**config.mk**
```make
export PLATFORM = sky130hd
export DESIGN_NAME = add_unit_rr_sched_flat
export DESIGN_NICKNAME = d
export VERILOG_FILES = /design/src/rtl/add_unit_rr_sched_if.sv /design/src/rtl/add_unit_rr_sched.sv /design/src/flat_wrapper.sv
export SDC_FILE = /design/constraint.sdc
export NUM_CORES = 1
export LEC_CHECK = 0
export ABC_AREA = 0
export CORE_ASPECT_RATIO = 0.75
export CORE_MARGIN = 2
export CORE_UTILIZATION = 47
export CTS_BUF_LIST = sky130_fd_sc_hd__clkbuf_8
export DETAILED_ROUTE_END_ITERATION = 8
export GPL_TIMING_DRIVEN = 0
export PLACE_DENSITY = 0.87
export SLEW_MARGIN = 10
export SYNTH_ARGS = -nofsm -noshare
export SYNTH_HDL_FRONTEND = slang
export SYNTH_SLANG_ARGS = --single-unit
```
**constraint.sdc**
```tcl
create_clock -name clk -period 2.65 [get_ports clk]
set_input_delay 0.265 -clock clk [delete_from_list [all_inputs] [get_ports clk]]
set_output_delay 0.265 -clock clk [all_outputs]
set_load 0.02 [all_outputs]
```
**src/rtl/add_unit_rr_sched_if.sv**
```systemverilog
// Request/response bundle for the round-robin add-constant scheduler.
// Handshake: a beat transfers on a rising clk edge where valid && ready; the
// source holds valid and data stable until that edge.
interface add_unit_rr_sched_if #(
  parameter int NUM_REQ  = 4,
  parameter int ID_WIDTH = 2,
  parameter int WIDTH    = 8
);
  logic [NUM_REQ-1:0]       req_valid;
  logic [NUM_REQ*WIDTH-1:0] req_data;
  logic [NUM_REQ-1:0]       req_ready;
  logic                     res_valid;
  logic                     res_ready;
  logic [WIDTH-1:0]         res_data;
  logic [ID_WIDTH-1:0]      res_id;
  logic                     res_carry;
  logic                     busy;
  logic [1:0]               dbg_state;

  modport master (
    output req_valid, req_data, res_ready,
    input  req_ready, res_valid, res_data, res_id, res_carry, busy, dbg_state
  );

  modport slave (
    input  req_valid, req_data, res_ready,
    output req_ready, res_valid, res_data, res_id, res_carry, busy, dbg_state
  );
endinterface

```
**src/rtl/add_unit_rr_sched.sv**
```systemverilog
// Round-robin scheduler sharing one registered "operand + OFFSET" unit
// between NUM_REQ requesters; one transaction in flight at a time.
module add_unit_rr_sched #(
  parameter int NUM_REQ  = 4,
  parameter int ID_WIDTH = 2,
  parameter int WIDTH    = 8,
  parameter int OFFSET   = 5
) (
  input logic clk,
  input logic rst,
  add_unit_rr_sched_if.slave bus
);

  typedef enum logic [1:0] {
    S_IDLE = 2'd0,
    S_EXEC = 2'd1,
    S_RESP = 2'd2
  } state_t;

  state_t              r_state;
  state_t              w_next_state;
  logic [ID_WIDTH-1:0] r_last_grant;
  logic [ID_WIDTH-1:0] r_id;
  logic [WIDTH-1:0]    r_operand;
  logic [WIDTH-1:0]    r_res_data;
  logic [ID_WIDTH-1:0] r_res_id;
  logic                r_res_carry;

  logic                w_grant_any;
  logic [ID_WIDTH-1:0] w_grant_idx;
  logic [NUM_REQ-1:0]  w_grant_oh;
  logic                w_accept;
  logic [WIDTH:0]      w_sum;

  // Walk from the farthest candidate back to the nearest so the first
  // requester after last_grant overwrites any later one.
  always_comb begin
    w_grant_any = 1'b0;
    w_grant_idx = '0;
    for (int k = NUM_REQ; k >= 1; k--) begin
      if (bus.req_valid[(int'(r_last_grant) + k) % NUM_REQ]) begin
        w_grant_any = 1'b1;
        w_grant_idx = ID_WIDTH'((int'(r_last_grant) + k) % NUM_REQ);
      end
    end
    w_grant_oh = w_grant_any ? (NUM_REQ'(1) << w_grant_idx) : '0;
  end

  assign w_accept = (r_state == S_IDLE) && w_grant_any;
  assign w_sum    = {1'b0, r_operand} + (WIDTH + 1)'(OFFSET);

  always_ff @(posedge clk) begin
    if (rst) begin
      r_state <= S_IDLE;
    end else begin
      r_state <= w_next_state;
    end
  end

  always_comb begin
    w_next_state = r_state;
    case (r_state)
      S_IDLE:  if (w_grant_any) w_next_state = S_EXEC;
      S_EXEC:  w_next_state = S_RESP;
      S_RESP:  if (bus.res_ready) w_next_state = S_IDLE;
      default: w_next_state = S_IDLE;
    endcase
  end

  // Outputs are forced inactive during reset so a half-finished
  // transaction never leaks a grant or a result.
  always_comb begin
    bus.req_ready = '0;
    bus.res_valid = 1'b0;
    bus.busy      = 1'b0;
    if (!rst) begin
      bus.req_ready = (r_state == S_IDLE) ? w_grant_oh : '0;
      bus.res_valid = (r_state == S_RESP);
      bus.busy      = (r_state != S_IDLE);
    end
  end

  assign bus.res_data  = r_res_data;
  assign bus.res_id    = r_res_id;
  assign bus.res_carry = r_res_carry;
  assign bus.dbg_state = r_state;

  always_ff @(posedge clk) begin
    if (rst) begin
      r_last_grant <= ID_WIDTH'(NUM_REQ - 1);
      r_id         <= '0;
      r_operand    <= '0;
      r_res_data   <= '0;
      r_res_id     <= '0;
      r_res_carry  <= 1'b0;
    end else begin
      if (w_accept) begin
        r_last_grant <= w_grant_idx;
        r_id         <= w_grant_idx;
        r_operand    <= bus.req_data[int'(w_grant_idx) * WIDTH +: WIDTH];
      end
      if (r_state == S_EXEC) begin
        {r_res_carry, r_res_data} <= w_sum;
        r_res_id                  <= r_id;
      end
    end
  end

endmodule
```
**src/flat_wrapper.sv**
```systemverilog
// flat-port wrapper written by rule: the top's interface ports become plain ports
module add_unit_rr_sched_flat 
#(
  parameter int NUM_REQ  = 4,
  parameter int ID_WIDTH = 2,
  parameter int WIDTH    = 8,
  parameter int OFFSET   = 5
)
  (clk, rst, bus_req_valid, bus_req_data, bus_res_ready, bus_req_ready, bus_res_valid, bus_res_data, bus_res_id, bus_res_carry, bus_busy, bus_dbg_state);
  add_unit_rr_sched_if #(.NUM_REQ(NUM_REQ), .ID_WIDTH(ID_WIDTH), .WIDTH(WIDTH)) bus_i ();
  input logic clk;
  input logic rst;
  input wire logic [$bits(bus_i.req_valid)-1:0] bus_req_valid;
  input wire logic [$bits(bus_i.req_data)-1:0] bus_req_data;
  input wire logic [$bits(bus_i.res_ready)-1:0] bus_res_ready;
  output wire logic [$bits(bus_i.req_ready)-1:0] bus_req_ready;
  output wire logic [$bits(bus_i.res_valid)-1:0] bus_res_valid;
  output wire logic [$bits(bus_i.res_data)-1:0] bus_res_data;
  output wire logic [$bits(bus_i.res_id)-1:0] bus_res_id;
  output wire logic [$bits(bus_i.res_carry)-1:0] bus_res_carry;
  output wire logic [$bits(bus_i.busy)-1:0] bus_busy;
  output wire logic [$bits(bus_i.dbg_state)-1:0] bus_dbg_state;
  assign bus_i.req_valid = bus_req_valid;
  assign bus_i.req_data = bus_req_data;
  assign bus_i.res_ready = bus_res_ready;
  assign bus_req_ready = bus_i.req_ready;
  assign bus_res_valid = bus_i.res_valid;
  assign bus_res_data = bus_i.res_data;
  assign bus_res_id = bus_i.res_id;
  assign bus_res_carry = bus_i.res_carry;
  assign bus_busy = bus_i.busy;
  assign bus_dbg_state = bus_i.dbg_state;
  add_unit_rr_sched #(.NUM_REQ(NUM_REQ), .ID_WIDTH(ID_WIDTH), .WIDTH(WIDTH), .OFFSET(OFFSET)) u_core (.clk(clk), .rst(rst), .bus(bus_i));
endmodule
```
==> flow_summary.toml <==
[place]
pre_cts_ws_ns = -0.201
io_buffers = 56
dp.cells = 260
globalplace.congestion = 0.819
dp_hpwl_um = 2830

[global_routing]
grtUsageMet1_pct = 30.8
grt_use_met3_pct = 6.17
grt_pass1_vias = 1309
grt_start_max_net_pins = 14
grt_pass1_wl_um = 6020
track_usage_pct = 23.2
antenna_found_initial = 0
overflow = 0
gr-max-usage-layer = "met2"
grt_util_met2_pct = 37.8

[worst_setup_path]
worstSetupStartpoint = "bus_req_valid[3]"
cp.arrival_ns = 2.14
cp-end-kind = "output pin"
slowest_delay_ns = 0.56
r2r-end = "u_core.r_operand[7]"
reg2reg_from = "u_core.r_last_grant[1]"
cp-start-kind = "primary input"
reg2reg_slack_ns = 0.68
slowest_stage = "clkdlybuf4s50_1"
worstPathMaxFanout = 10
path_class = "primary input to output pin"
cp_top_family = "buffers and inverters"
rr_worst_depth = 6
critPathBufInv = 3
path_cells = "clkdlybuf4s50_1 > and3b_1 > o31a_1 > buf_6 > nand2_1 > nor2_1 > dlygate4sd2_1"
cp.required_ns = 2.38

[pwr]
p_per_area_mw_per_mm2 = 553
leakagePower_nw = 0.863
p_total_mw = 1.16
worst_ir_drop_vdd_v = 0.000395

[synth]
synth_warnings = 0
synth_edf_count = 0
seq_area_frac_synth_pct = 35.7
synth_top_area_share_pct = 35.7
yosys_most_used_dff = "dfxtp_1"
syn_nets = 206
async_flop_share_pct = 0
synth_area_leaders = "dfxtp_1 36%, a21oi_1 5.7%, nand3_1 5.7%"
synthTopCellsByCount = "25 x dfxtp_1, 18 x nor2_1, 16 x a21oi_1, 16 x nand3_1, 11 x nand2_1"
ys_ff_latch = 25
syn_inst = 166
synth.most_common_cell = "dfxtp_1"
synth.largest_area_cell = "dfxtp_1"
syn_avg_cell_area_um2 = 8.44
netlist_area_mm2 = 0.00140
yosysUniqueCellTypes = 44

[floorplan]
start_util_pct = 48.4
die_y_um = 51.3
rows = 17
io_pins = 58
core_area_mm2 = 0.00289
die_w_um = 67.1
dieArea_mm2 = 0.00344

[timing]
setup_slack_ns = 0.244
min_period_ns = 2.41
relSlewSlack_pct = 48.8
fin_crit_sh_pct = 90.8
fin_skew_ns = 0.00416
finalMaxSlewViolations = 0
rsz0062_at_grt = "no"
fmax_mhz = 416
tightest_slew_ns = 0.762
setup_viol = 0
final_hold_viol_count = 0

[layout]
final_cells = 267
final_layout_size_suffix_gt1_share_pct = 10.9
fin_nets = 270
area_growth_syn_to_layout_pct = 50.0
n_fill_cell = 240
diodes = 0
final_util_pct = 72.7

[detailed_routing]
routed_wl_um = 3680
drc = 0
first_pass_iters = 4
vias = 1445
drtIter0Drc = 77
wl_per_cell_um = 13.8
viasPerCell = 5.41
ant_nets = 0

[clocking]
cts.sinks = 25
clk_transition_reported_paths_ns = 0.08
cts_hold_buf = 0
cts_buffers = 3
cts_max_path_buffers = 2
insertion_delay_ns = 0.26
root_buffer = "clkbuf_8"
ctsHtreeMaxLevel = 1
cts_tree = "yes"

[worst_hold_path]
whs_path_depth = 2
hold_path_startpoint = "rst"
hold_end = "u_core.r_last_grant[1]"
min_path_type = "primary input to flop"

[flow_run]
maxCapViolCount = 0

[run_status]
run_status = "finished clean"
==> power breakdown <==
group	internal, mW	switching, mW
registers	0.433	0.0566
clock network	0.104	0.111
logic	0.235	0.222
==> per-layer routing <==
metal  vias up  share of wire [%]  routed length, µm
met2        46                 46               1690
met3         5                6.6                243
li1        732                  -                  -
met5         -                  0                  0
met1       662                 47               1720
met4         0               0.52                 19
==> sequential cells by signal, indices dropped and copies added, names as in the netlist <==
register,cells
u_core.bus.dbg_state,2
u_core.r_last_grant,2
u_core.bus.res_carry,1
u_core.r_operand,8
u_core.bus.res_data,8
u_core.bus.res_id,2
u_core.r_id,2
==> worst max-delay path by stage <==
stage,end,slack [ns],cells after the start
CTS,bus_req_ready[2],0.01,7
detailed placement,bus_req_ready[3],-0.20,7
finish,bus_req_ready[3],0.24,7
floorplan,bus_req_ready[2],0.86,4
global placement,bus_req_ready[2],-0.15,7
global route,bus_req_ready[3],0.18,7
==> cells by family after synthesis <==
kind of cell / count (synthesis) / share of synthesized area [%]
and+or+nand+nor: 66 / 23.9
AOI/OAI and AO/OA: 42 / 20.2
DFF: 25 / 35.7
muxes: 14 / 11.2
buffers and inverters: 12 / 4.29
xor gates and xnor gates: 6 / 3.75
adders and majority gates: 1 / 0.893
==> worst register-to-register path: stages, from the launching register on <==
cell,delay (ns)
dfxtp_1,0.48
mux2i_1,0.22
o22ai_1,0.12
a21oi_2,0.19
buf_4,0.18
mux2_1,0.34
a221o_1,0.34
==> repair_timing <==
| item | in CTS | in global routing |
|---|---|---|
| gates resized for setup | 3 | 4 |
| buffers inserted | 4 | 0 |
| gates cloned | 0 | 0 |
| setup endpoints to repair | 4 | 3 |
| pin swaps | 3 | 1 |
==> cells in the final DEF (no fill, tap or decap), types with 2 or more instances in the layout <==
master and instances:
nand3_1 16, nand2_1 11, nor2b_1 3, a221o_1 3, mux2_4 2, o211ai_1 2, o22ai_1 4, dlymetal6s2s_1 3
dfxtp_1 25, nand2b_1 3, o21ai_0 2, clkbuf_1 3, nor4_2 2, clkdlybuf4s50_1 52, and2_1 2, mux2_1 2
a21o_1 2, nand3b_1 2, inv_1 3, xor2_1 5, nor3_1 3, buf_4 5, mux2_2 4, nor2_1 18
a2bb2oi_1 3, buf_2 2, mux2i_1 6, clkbuf_8 3, a211oi_1 4, a21oi_1 16
==> metrics by stage <==
step	hold WS [ns]	setup TNS [ns]	instance area, µm²
after floorplan	0.432	0	1400
after global placement	0.442	-0.526	2010
after detailed placement	0.442	-0.653	2010
after CTS	0.354	0	2090
after global routing	0.388	0	2100
final	0.357	0	2100
==> cell type report <==
type                            instances  area [µm²]  share of cell area, %
Timing Repair Buffer                   60         597                   28.4
Multi-Input combinational cell        129         853                   40.6
Clock inverter                          1        3.75                  0.179
Clock buffer                            3        41.3                   1.96
Buffer                                  9        51.3                   2.44
Sequential cell                        25         500                   23.8
Inverter                                2        7.51                  0.357
Tap cell                               38        47.5                   2.26
Power figures use the tool's default switching activity.
